## src/rtl/uart_pkg.sv

```systemverilog
// Shared types and constants for the UART transfer sequencer.
package uart_pkg;

    localparam int unsigned UART_WORD_SIZE = 262144;
    localparam int unsigned UART_ADDR_W    = 28;

    localparam logic [2:0] WR_SEL_IDLE = 3'd0;
    localparam logic [2:0] WR_SEL_RX   = 3'd1;
    localparam logic [2:0] WR_SEL_TX   = 3'd2;

    typedef enum logic [2:0] {
        IDLE    = 3'd0,
        INIT    = 3'd1,
        RX_WAIT = 3'd2,
        RX_BUS  = 3'd3,
        TX_BUS  = 3'd4,
        TX_WAIT = 3'd5,
        DONE    = 3'd6
    } xfer_state_e;

endpackage

```

## src/rtl/uart_xfer_sched_if.sv

```systemverilog
// Control/status bundle between sys_state_ctrl, uart_unit and the transfer sequencer.
interface uart_xfer_sched_if #(
    parameter int unsigned CNT_W  = 19,
    parameter int unsigned ADDR_W = 28
);
    logic              start;
    logic              dir;
    logic              abort;
    logic [ADDR_W-1:0] cfg_base;
    logic [CNT_W-1:0]  cfg_len;
    logic              rxd_ready;
    logic              txd_valid;
    logic              bus_done;
    logic              uart_en;
    logic [2:0]        wr_sel;
    logic              link_write;
    logic              link_read;
    logic [ADDR_W-1:0] init_addr;
    logic              init_addr_en;
    logic              busy;
    logic [CNT_W-1:0]  word_cnt;
    logic              wdone;
    logic              rdone;
    logic              err;

    modport master (
        output start, dir, abort, cfg_base, cfg_len, rxd_ready, txd_valid, bus_done,
        input  uart_en, wr_sel, link_write, link_read, init_addr, init_addr_en,
               busy, word_cnt, wdone, rdone, err
    );

    modport slave (
        input  start, dir, abort, cfg_base, cfg_len, rxd_ready, txd_valid, bus_done,
        output uart_en, wr_sel, link_write, link_read, init_addr, init_addr_en,
               busy, word_cnt, wdone, rdone, err
    );
endinterface

```

## src/rtl/uart_xfer_cnt.sv

```systemverilog
// Word counter for one transfer: clamps the requested length and flags the last word.
module uart_xfer_cnt #(
    parameter int unsigned WORD_SIZE = 262144,
    parameter int unsigned CNT_W     = 19
) (
    input  logic             clk,
    input  logic             rst_n,
    input  logic             load,
    input  logic [CNT_W-1:0] cfg_len,
    input  logic             inc,
    output logic [CNT_W-1:0] word_cnt,
    output logic             last,
    output logic             len_zero
);
    localparam logic [CNT_W-1:0] MAX_LEN = CNT_W'(WORD_SIZE);

    logic [CNT_W-1:0] len_q, len_d;
    logic [CNT_W-1:0] cnt_q, cnt_d;

    // NOTE: every variable assigned here gets a default first, so no path leaves it unassigned and no latch is inferred.
    always_comb begin
        len_d = len_q;
        cnt_d = cnt_q;
        if (load) begin
            len_d = (cfg_len > MAX_LEN) ? MAX_LEN : cfg_len;
            cnt_d = '0;
        end else if (inc) begin
            cnt_d = cnt_q + CNT_W'(1);
        end
    end

    // NOTE: state registers use non-blocking assignments so all flops update together at the edge.
    always_ff @(posedge clk or negedge rst_n) begin
        if (!rst_n) begin
            len_q <= '0;
            cnt_q <= '0;
        end else begin
            len_q <= len_d;
            cnt_q <= cnt_d;
        end
    end

    assign word_cnt = cnt_q;
    assign last     = (cnt_q + CNT_W'(1)) == len_q;
    assign len_zero = (len_q == '0);

endmodule

```

## src/rtl/uart_xfer_sched.sv

```systemverilog
// UART transfer sequencer: one receive or send transfer at a time, word-counted.
// Optional per-word idle timeout is enabled by defining XFER_TIMEOUT_EN.
module uart_xfer_sched
    import uart_pkg::*;
#(
    parameter int unsigned WORD_SIZE = UART_WORD_SIZE,
    parameter int unsigned CNT_W     = $clog2(WORD_SIZE + 1),
    parameter int unsigned ADDR_W    = UART_ADDR_W,
    parameter int unsigned TIMEOUT   = 1048576
) (
    input  logic               clk,
    input  logic               rst_n,
    uart_xfer_sched_if.slave   bus
);
    xfer_state_e       state_q, state_d;
    logic              dir_q, dir_d;
    logic [ADDR_W-1:0] base_q, base_d;
    logic              err_q, err_d;
    logic              cnt_load, cnt_inc;
    logic              cnt_last, cnt_len_zero;
    logic [CNT_W-1:0]  cnt_val;
    logic              tmo_hit;

    uart_xfer_cnt #(
        .WORD_SIZE (WORD_SIZE),
        .CNT_W     (CNT_W)
    ) u_cnt (
        .clk      (clk),
        .rst_n    (rst_n),
        .load     (cnt_load),
        .cfg_len  (bus.cfg_len),
        .inc      (cnt_inc),
        .word_cnt (cnt_val),
        .last     (cnt_last),
        .len_zero (cnt_len_zero)
    );

`ifdef XFER_TIMEOUT_EN
    localparam int unsigned TMO_W = $clog2(TIMEOUT + 1);
    logic [TMO_W-1:0] tmo_q, tmo_d;
    logic             in_wait;

    assign in_wait = (state_q == RX_WAIT) || (state_q == RX_BUS) ||
                     (state_q == TX_BUS)  || (state_q == TX_WAIT);
    // Fires on the TIMEOUT-th cycle spent in the same wait state.
    assign tmo_hit = in_wait && (tmo_q == TMO_W'(TIMEOUT - 1));

    always_comb begin
        tmo_d = tmo_q + TMO_W'(1);
        if (state_d != state_q || !in_wait) tmo_d = '0;
    end

    always_ff @(posedge clk or negedge rst_n) begin
        if (!rst_n) tmo_q <= '0;
        else        tmo_q <= tmo_d;
    end
`else
    assign tmo_hit = 1'b0;
`endif

    always_comb begin
        state_d  = state_q;
        dir_d    = dir_q;
        base_d   = base_q;
        err_d    = err_q;
        cnt_load = 1'b0;
        cnt_inc  = 1'b0;

        unique case (state_q)
            IDLE: begin
                if (bus.start && !bus.abort) begin
                    state_d  = INIT;
                    dir_d    = bus.dir;
                    base_d   = bus.cfg_base;
                    err_d    = 1'b0;
                    cnt_load = 1'b1;
                end
            end
            INIT: begin
                if (cnt_len_zero) state_d = DONE;
                else if (dir_q)   state_d = TX_BUS;
                else              state_d = RX_WAIT;
            end
            RX_WAIT: begin
                if (bus.rxd_ready) state_d = RX_BUS;
            end
            RX_BUS: begin
                // A second received word before the bus beat completes is lost.
                if (bus.rxd_ready) err_d = 1'b1;
                if (bus.bus_done) begin
                    cnt_inc = 1'b1;
                    state_d = cnt_last ? DONE : RX_WAIT;
                end
            end
            TX_BUS: begin
                if (bus.bus_done) state_d = TX_WAIT;
            end
            TX_WAIT: begin
                if (bus.txd_valid) begin
                    cnt_inc = 1'b1;
                    state_d = cnt_last ? DONE : TX_BUS;
                end
            end
            DONE: state_d = IDLE;
            default: state_d = IDLE;
        endcase

        if (state_q != IDLE && bus.abort) begin
            state_d = IDLE;
            cnt_inc = 1'b0;
            err_d   = err_q;
        end else if (tmo_hit) begin
            state_d = IDLE;
            cnt_inc = 1'b0;
            err_d   = 1'b1;
        end
    end

    always_ff @(posedge clk or negedge rst_n) begin
        if (!rst_n) begin
            state_q <= IDLE;
            dir_q   <= 1'b0;
            base_q  <= '0;
            err_q   <= 1'b0;
        end else begin
            state_q <= state_d;
            dir_q   <= dir_d;
            base_q  <= base_d;
            err_q   <= err_d;
        end
    end

    assign bus.busy         = (state_q != IDLE);
    assign bus.uart_en      = (state_q != IDLE);
    assign bus.wr_sel       = (state_q == IDLE) ? WR_SEL_IDLE : (dir_q ? WR_SEL_TX : WR_SEL_RX);
    assign bus.link_write   = (state_q == RX_BUS);
    assign bus.link_read    = (state_q == TX_BUS);
    assign bus.init_addr_en = (state_q == INIT);
    assign bus.init_addr    = (state_q == INIT) ? base_q : '0;
    assign bus.word_cnt     = cnt_val;
    assign bus.wdone        = (state_q == DONE) && !dir_q;
    assign bus.rdone        = (state_q == DONE) && dir_q;
    assign bus.err          = err_q;

endmodule

```

## src/flat_wrapper.sv

```systemverilog
// flat-port wrapper written by rule: the top's interface ports become plain ports
module uart_xfer_sched_flat import uart_pkg::*;
#(
    parameter int unsigned WORD_SIZE = UART_WORD_SIZE,
    parameter int unsigned CNT_W     = $clog2(WORD_SIZE + 1),
    parameter int unsigned ADDR_W    = UART_ADDR_W,
    parameter int unsigned TIMEOUT   = 1048576
)
  (clk, rst_n, bus_start, bus_dir, bus_abort, bus_cfg_base, bus_cfg_len, bus_rxd_ready, bus_txd_valid, bus_bus_done, bus_uart_en, bus_wr_sel, bus_link_write, bus_link_read, bus_init_addr, bus_init_addr_en, bus_busy, bus_word_cnt, bus_wdone, bus_rdone, bus_err);
  uart_xfer_sched_if #(.CNT_W(CNT_W), .ADDR_W(ADDR_W)) bus_i ();
  input  logic clk;
  input  logic rst_n;
  input wire logic [$bits(bus_i.start)-1:0] bus_start;
  input wire logic [$bits(bus_i.dir)-1:0] bus_dir;
  input wire logic [$bits(bus_i.abort)-1:0] bus_abort;
  input wire logic [$bits(bus_i.cfg_base)-1:0] bus_cfg_base;
  input wire logic [$bits(bus_i.cfg_len)-1:0] bus_cfg_len;
  input wire logic [$bits(bus_i.rxd_ready)-1:0] bus_rxd_ready;
  input wire logic [$bits(bus_i.txd_valid)-1:0] bus_txd_valid;
  input wire logic [$bits(bus_i.bus_done)-1:0] bus_bus_done;
  output wire logic [$bits(bus_i.uart_en)-1:0] bus_uart_en;
  output wire logic [$bits(bus_i.wr_sel)-1:0] bus_wr_sel;
  output wire logic [$bits(bus_i.link_write)-1:0] bus_link_write;
  output wire logic [$bits(bus_i.link_read)-1:0] bus_link_read;
  output wire logic [$bits(bus_i.init_addr)-1:0] bus_init_addr;
  output wire logic [$bits(bus_i.init_addr_en)-1:0] bus_init_addr_en;
  output wire logic [$bits(bus_i.busy)-1:0] bus_busy;
  output wire logic [$bits(bus_i.word_cnt)-1:0] bus_word_cnt;
  output wire logic [$bits(bus_i.wdone)-1:0] bus_wdone;
  output wire logic [$bits(bus_i.rdone)-1:0] bus_rdone;
  output wire logic [$bits(bus_i.err)-1:0] bus_err;
  assign bus_i.start = bus_start;
  assign bus_i.dir = bus_dir;
  assign bus_i.abort = bus_abort;
  assign bus_i.cfg_base = bus_cfg_base;
  assign bus_i.cfg_len = bus_cfg_len;
  assign bus_i.rxd_ready = bus_rxd_ready;
  assign bus_i.txd_valid = bus_txd_valid;
  assign bus_i.bus_done = bus_bus_done;
  assign bus_uart_en = bus_i.uart_en;
  assign bus_wr_sel = bus_i.wr_sel;
  assign bus_link_write = bus_i.link_write;
  assign bus_link_read = bus_i.link_read;
  assign bus_init_addr = bus_i.init_addr;
  assign bus_init_addr_en = bus_i.init_addr_en;
  assign bus_busy = bus_i.busy;
  assign bus_word_cnt = bus_i.word_cnt;
  assign bus_wdone = bus_i.wdone;
  assign bus_rdone = bus_i.rdone;
  assign bus_err = bus_i.err;
  uart_xfer_sched #(.WORD_SIZE(WORD_SIZE), .CNT_W(CNT_W), .ADDR_W(ADDR_W), .TIMEOUT(TIMEOUT)) u_core (.clk(clk), .rst_n(rst_n), .bus(bus_i));
endmodule
```

## config.mk

```make
export PLATFORM = sky130hd
export DESIGN_NAME = uart_xfer_sched_flat
export DESIGN_NICKNAME = d
export VERILOG_FILES = /design/src/rtl/uart_pkg.sv /design/src/rtl/uart_xfer_sched_if.sv /design/src/rtl/uart_xfer_cnt.sv /design/src/rtl/uart_xfer_sched.sv /design/src/flat_wrapper.sv
export SDC_FILE = /design/constraint.sdc
export NUM_CORES = 1
export LEC_CHECK = 0
export BUFFER_PORTS_ARGS = -buffer_cell sky130_fd_sc_hd__buf_2
export CORE_MARGIN = 2
export CORE_UTILIZATION = 53
export DETAILED_ROUTE_END_ITERATION = 10
export PLACE_DENSITY_LB_ADDON = 0.25
export SLEW_MARGIN = 40
export SYNTH_ARGS = -nofsm -noshare
export SYNTH_HDL_FRONTEND = slang
export SYNTH_HIERARCHICAL = 1
export SYNTH_SLANG_ARGS = --single-unit
```

## constraint.sdc

```tcl
create_clock -name clk -period 3.3 [get_ports clk]
set_clock_uncertainty 0.2 [all_clocks]
set_input_delay 0.99 -clock clk [delete_from_list [all_inputs] [get_ports clk]]
set_output_delay 0.99 -clock clk [all_outputs]
set_load 0.02 [all_outputs]
```

==> run_results.csv <==
group,metric,value,unit
power_and_ir_drop,ir_drop,314,uV
power_and_ir_drop,pwr-share-comb,37.7,%
logic_synthesis,synth_nets,428,
critical_path,worstPathArrival,3.11,ns
clocking,cts_num_sinks,71,
logic_synthesis,synth_top_family_by_area,"simple AND/OR/NAND/NOR gates",
logic_synthesis,syn-instance-count,372,
clocking,clkSlewWorstSetupHoldPaths,0.08,ns
logic_synthesis,ys.flop_type,"dfrtp_1",
logic_synthesis,synthAdderAreaFrac,0.310,%
place,dp_slack,0.314,ns
clocking,hold_buffers,0,
critical_path,cpPeakStageDelay,0.47,ns
critical_path,rr_worst_depth,9,
die,core_area,0.00733,mm^2
critical_path,crit_path_frequent_cell,"nand4_1",
logic_synthesis,yosys_warnings,6,
logic_synthesis,yosys.area_share.simple,21.0,%
die,io_pins,113,
clocking,cts_tree,"yes",
logic_synthesis,synth_area,0.00404,mm^2
critical_path,cp_data_required_time,3.34,ns
drt,vias_per_cell,5.49,
clocking,cts_setup_buffers,0,
die,dieArea,0.00833,mm^2
layout,area_growth,19.6,%
timing,min_period,3.07,ns
run,drv_cap,0,
clocking,cts_max_path_buffers,2,
drt,antenna_left,0,
clocking,insertion_delay,0.36,ns
layout,fill_cells,607,
drt,first_pass_iters,4,
timing,maxSlewHeadroom,58.5,%
power_and_ir_drop,p_sw,0.00116,W
critical_path,critPathMaxFanout,7,
layout,nets,535,
critical_path,critPathSlowestCell,"dfrtp_1",
logic_synthesis,ys_ff_latch,71,
layout,drive_gt1_share,38.6,%
global_routing,gr-total-overflow,0,
die,die_y,91.3,um
logic_synthesis,synth_compound_area_share,10.5,%
global_routing,grt_pass1_wl,14700,um
logic_synthesis,synth_xor_area_share,7.81,%
die,die_x,91.3,um
logic_synthesis,yosys-mux-area-fraction,12.0,%
timing,hold_violations,0,
power_and_ir_drop,p_leak,2.36,nW
min_path,hold_class,"register to register",
timing,fmax,326,MHz
place,io_buffers,111,
global_routing,grt-busiest-layer,"met2",
global_routing,grt_use_total,22.3,%
logic_synthesis,ys_seq_area_share,44.0,%
logic_synthesis,avgSynthCellArea,10.9,um^2
critical_path,start_kind,"register",
drt,num_vias,3201,
drt,wire_per_inst,15.3,um
timing,rsz0062_at_grt,"no",
die,start_util,55.1,%
power_and_ir_drop,swShare,34.8,%
power_and_ir_drop,seqPwrFrac,41.6,%
clocking,htree_num_levels,3,
die,rows,31,
critical_path,crit_type,"register to register",
place,hpwl,6560,um
clocking,cts-root-buf,"clkbuf_8",
timing,fin_crit_sh,92.9,%
timing,finalWorstSetupSlack,0.233,ns
global_routing,globalRouteMet2Util,34.7,%
logic_synthesis,yosysUniqueCellTypes,58,
global_routing,grt_max_degree,31,
outcome,status,"finished, final reports clean",
clocking,cts-resized-gates,0,
place,gp_congestion,0.879,
power_and_ir_drop,p_per_area,688,mW/mm^2
power_and_ir_drop,p_int,0.00217,W
timing,drv_slew,0,
critical_path,cp-end-kind,"register",
clocking,numCtsBuffers,9,
layout,mostFrequentLayoutCells,"111 x buf_2, 71 x dfrtp_1, 33 x and2_1",
drt,wl,8910,um
global_routing,grt_pass1_vias,3087,
timing,setup-tns-final,0,ns
min_path,holdPathStages,1,
layout,final_common_cell,"buf_2",
global_routing,grtUsageMet3,4.73,%
global_routing,grt_util_met1,30.7,%
power_and_ir_drop,clock_power_share,20.7,%
drt,drt_iter0_markers,151,
critical_path,cp_cell_sequence,"and3_1, nor3b_2, nand4_1, xnor2_1, nand4_1, nor4_1, nand2_1, o22a_1, a2111oi_2",
logic_synthesis,synth_edf_count,0,
layout,utilization,65.9,%
timing,worst_pin_slew,0.622,ns
logic_synthesis,synthArstFlopShare,100,%
drt,drc,0,
timing,setup_viol,0,
global_routing,antenna_found_initial,0,
layout,n_antenna_cell,0,
==> worst paths after layout <==
path                                     startpoint               endpoint  slack, ns
setup reg to reg           u_core/u_cnt/word_cnt[6]      u_core/state_q[1]       0.23
max in group asynchronous                     rst_n  u_core/u_cnt/len_q[7]       1.85
hold / removal                       u_core/bus.err         u_core/bus.err       0.29
setup / recovery           u_core/u_cnt/word_cnt[6]      u_core/state_q[1]       0.23
min in group asynchronous                     rst_n       u_core/base_q[9]       0.34
hold reg to reg                      u_core/bus.err         u_core/bus.err       0.29
==> registers in the layout, indices dropped and copies added (netlist names) <==
name	count
u_core/bus.err	1
u_core/u_cnt/len_q	19
u_core/u_cnt/word_cnt	19
u_core/dir_q	1
u_core/base_q	28
u_core/state_q	3
==> Yosys cell counts (all sizes together) (8+ instances only) <==
cell type,n,area [um^2]
buf,12,106
nor2,29,109
and2,33,206
nand2,21,78.8
mux2,31,454
dfrtp,71,1780
a22o,17,163
nand3,10,50.1
xnor2,22,193
xor2,14,123
nor4,10,62.6
nand4,8,50.1
clkbuf,10,40.0
==> stage by stage <==
| step | std cells | total power (W) | hold WS [ns] | cell area (um^2) |
|---|---|---|---|---|
| 2_1_floorplan | 372 | 0.00233 | 0.270 | 4040 |
| 3_3_place_gp | 567 | 0.00261 | 0.270 | 4630 |
| 3_5_place_dp | 567 | 0.00265 | 0.276 | 4630 |
| 4_1_cts | 583 | 0.00334 | 0.293 | 4830 |
| 5_1_grt | 583 | 0.00351 | 0.309 | 4830 |
| 6_report | 583 | 0.00332 | 0.289 | 4830 |
==> per-layer routing <==
| layer | up-vias | wire length, um | share of wire [%] |
|---|---|---|---|
| met3 | 10 | 659 | 7.4 |
| li1 | 1534 | - | - |
| met2 | 127 | 4050 | 45 |
| met4 | 0 | 133 | 1.5 |
| met1 | 1530 | 4060 | 46 |
| met5 | - | 0 | 0 |
==> layout make-up <==
cell class | instances | area [um^2] | area share [%]
inverter | 7 | 26.3 | 0.544
timing repair buffer | 118 | 608 | 12.6
multi-input combinational | 272 | 2100 | 43.4
clock inverter | 7 | 73.8 | 1.53
sequential | 71 | 1780 | 36.8
clock buffer | 9 | 124 | 2.57
tap | 99 | 124 | 2.57
==> worst max-delay path, delay by kind of cell (launching register included) <==
kind                      cells  cell delay, ns
xor gates and xnor gates      1            0.19
DFF                           1            0.47
and+or+nand+nor               6            1.52
AOI/OAI and AO/OA             2            0.57
==> logic make-up after synthesis <==
| logic type | Yosys count |
|---|---|
| multiplexers | 34 |
| AND/OR/NAND/NOR | 148 |
| adder cells (fa/ha/maj) | 1 |
| flip-flops | 71 |
| other | 1 |
| XOR/XNOR | 36 |
| AO/OA/AOI/OAI | 52 |
| buffers and inverters | 29 |
==> power by group through the flow <==
stage                     Sequential [W]  Combinational (W)  Clock (W)
after global routing             0.00142            0.00135   0.000734
after CTS                        0.00138            0.00126   0.000702
after floorplan                  0.00131            0.00102          0
after global placement           0.00137            0.00124          0
final                            0.00138            0.00125   0.000688
after detailed placement         0.00139            0.00125          0
Power figures use the tool's default switching activity.
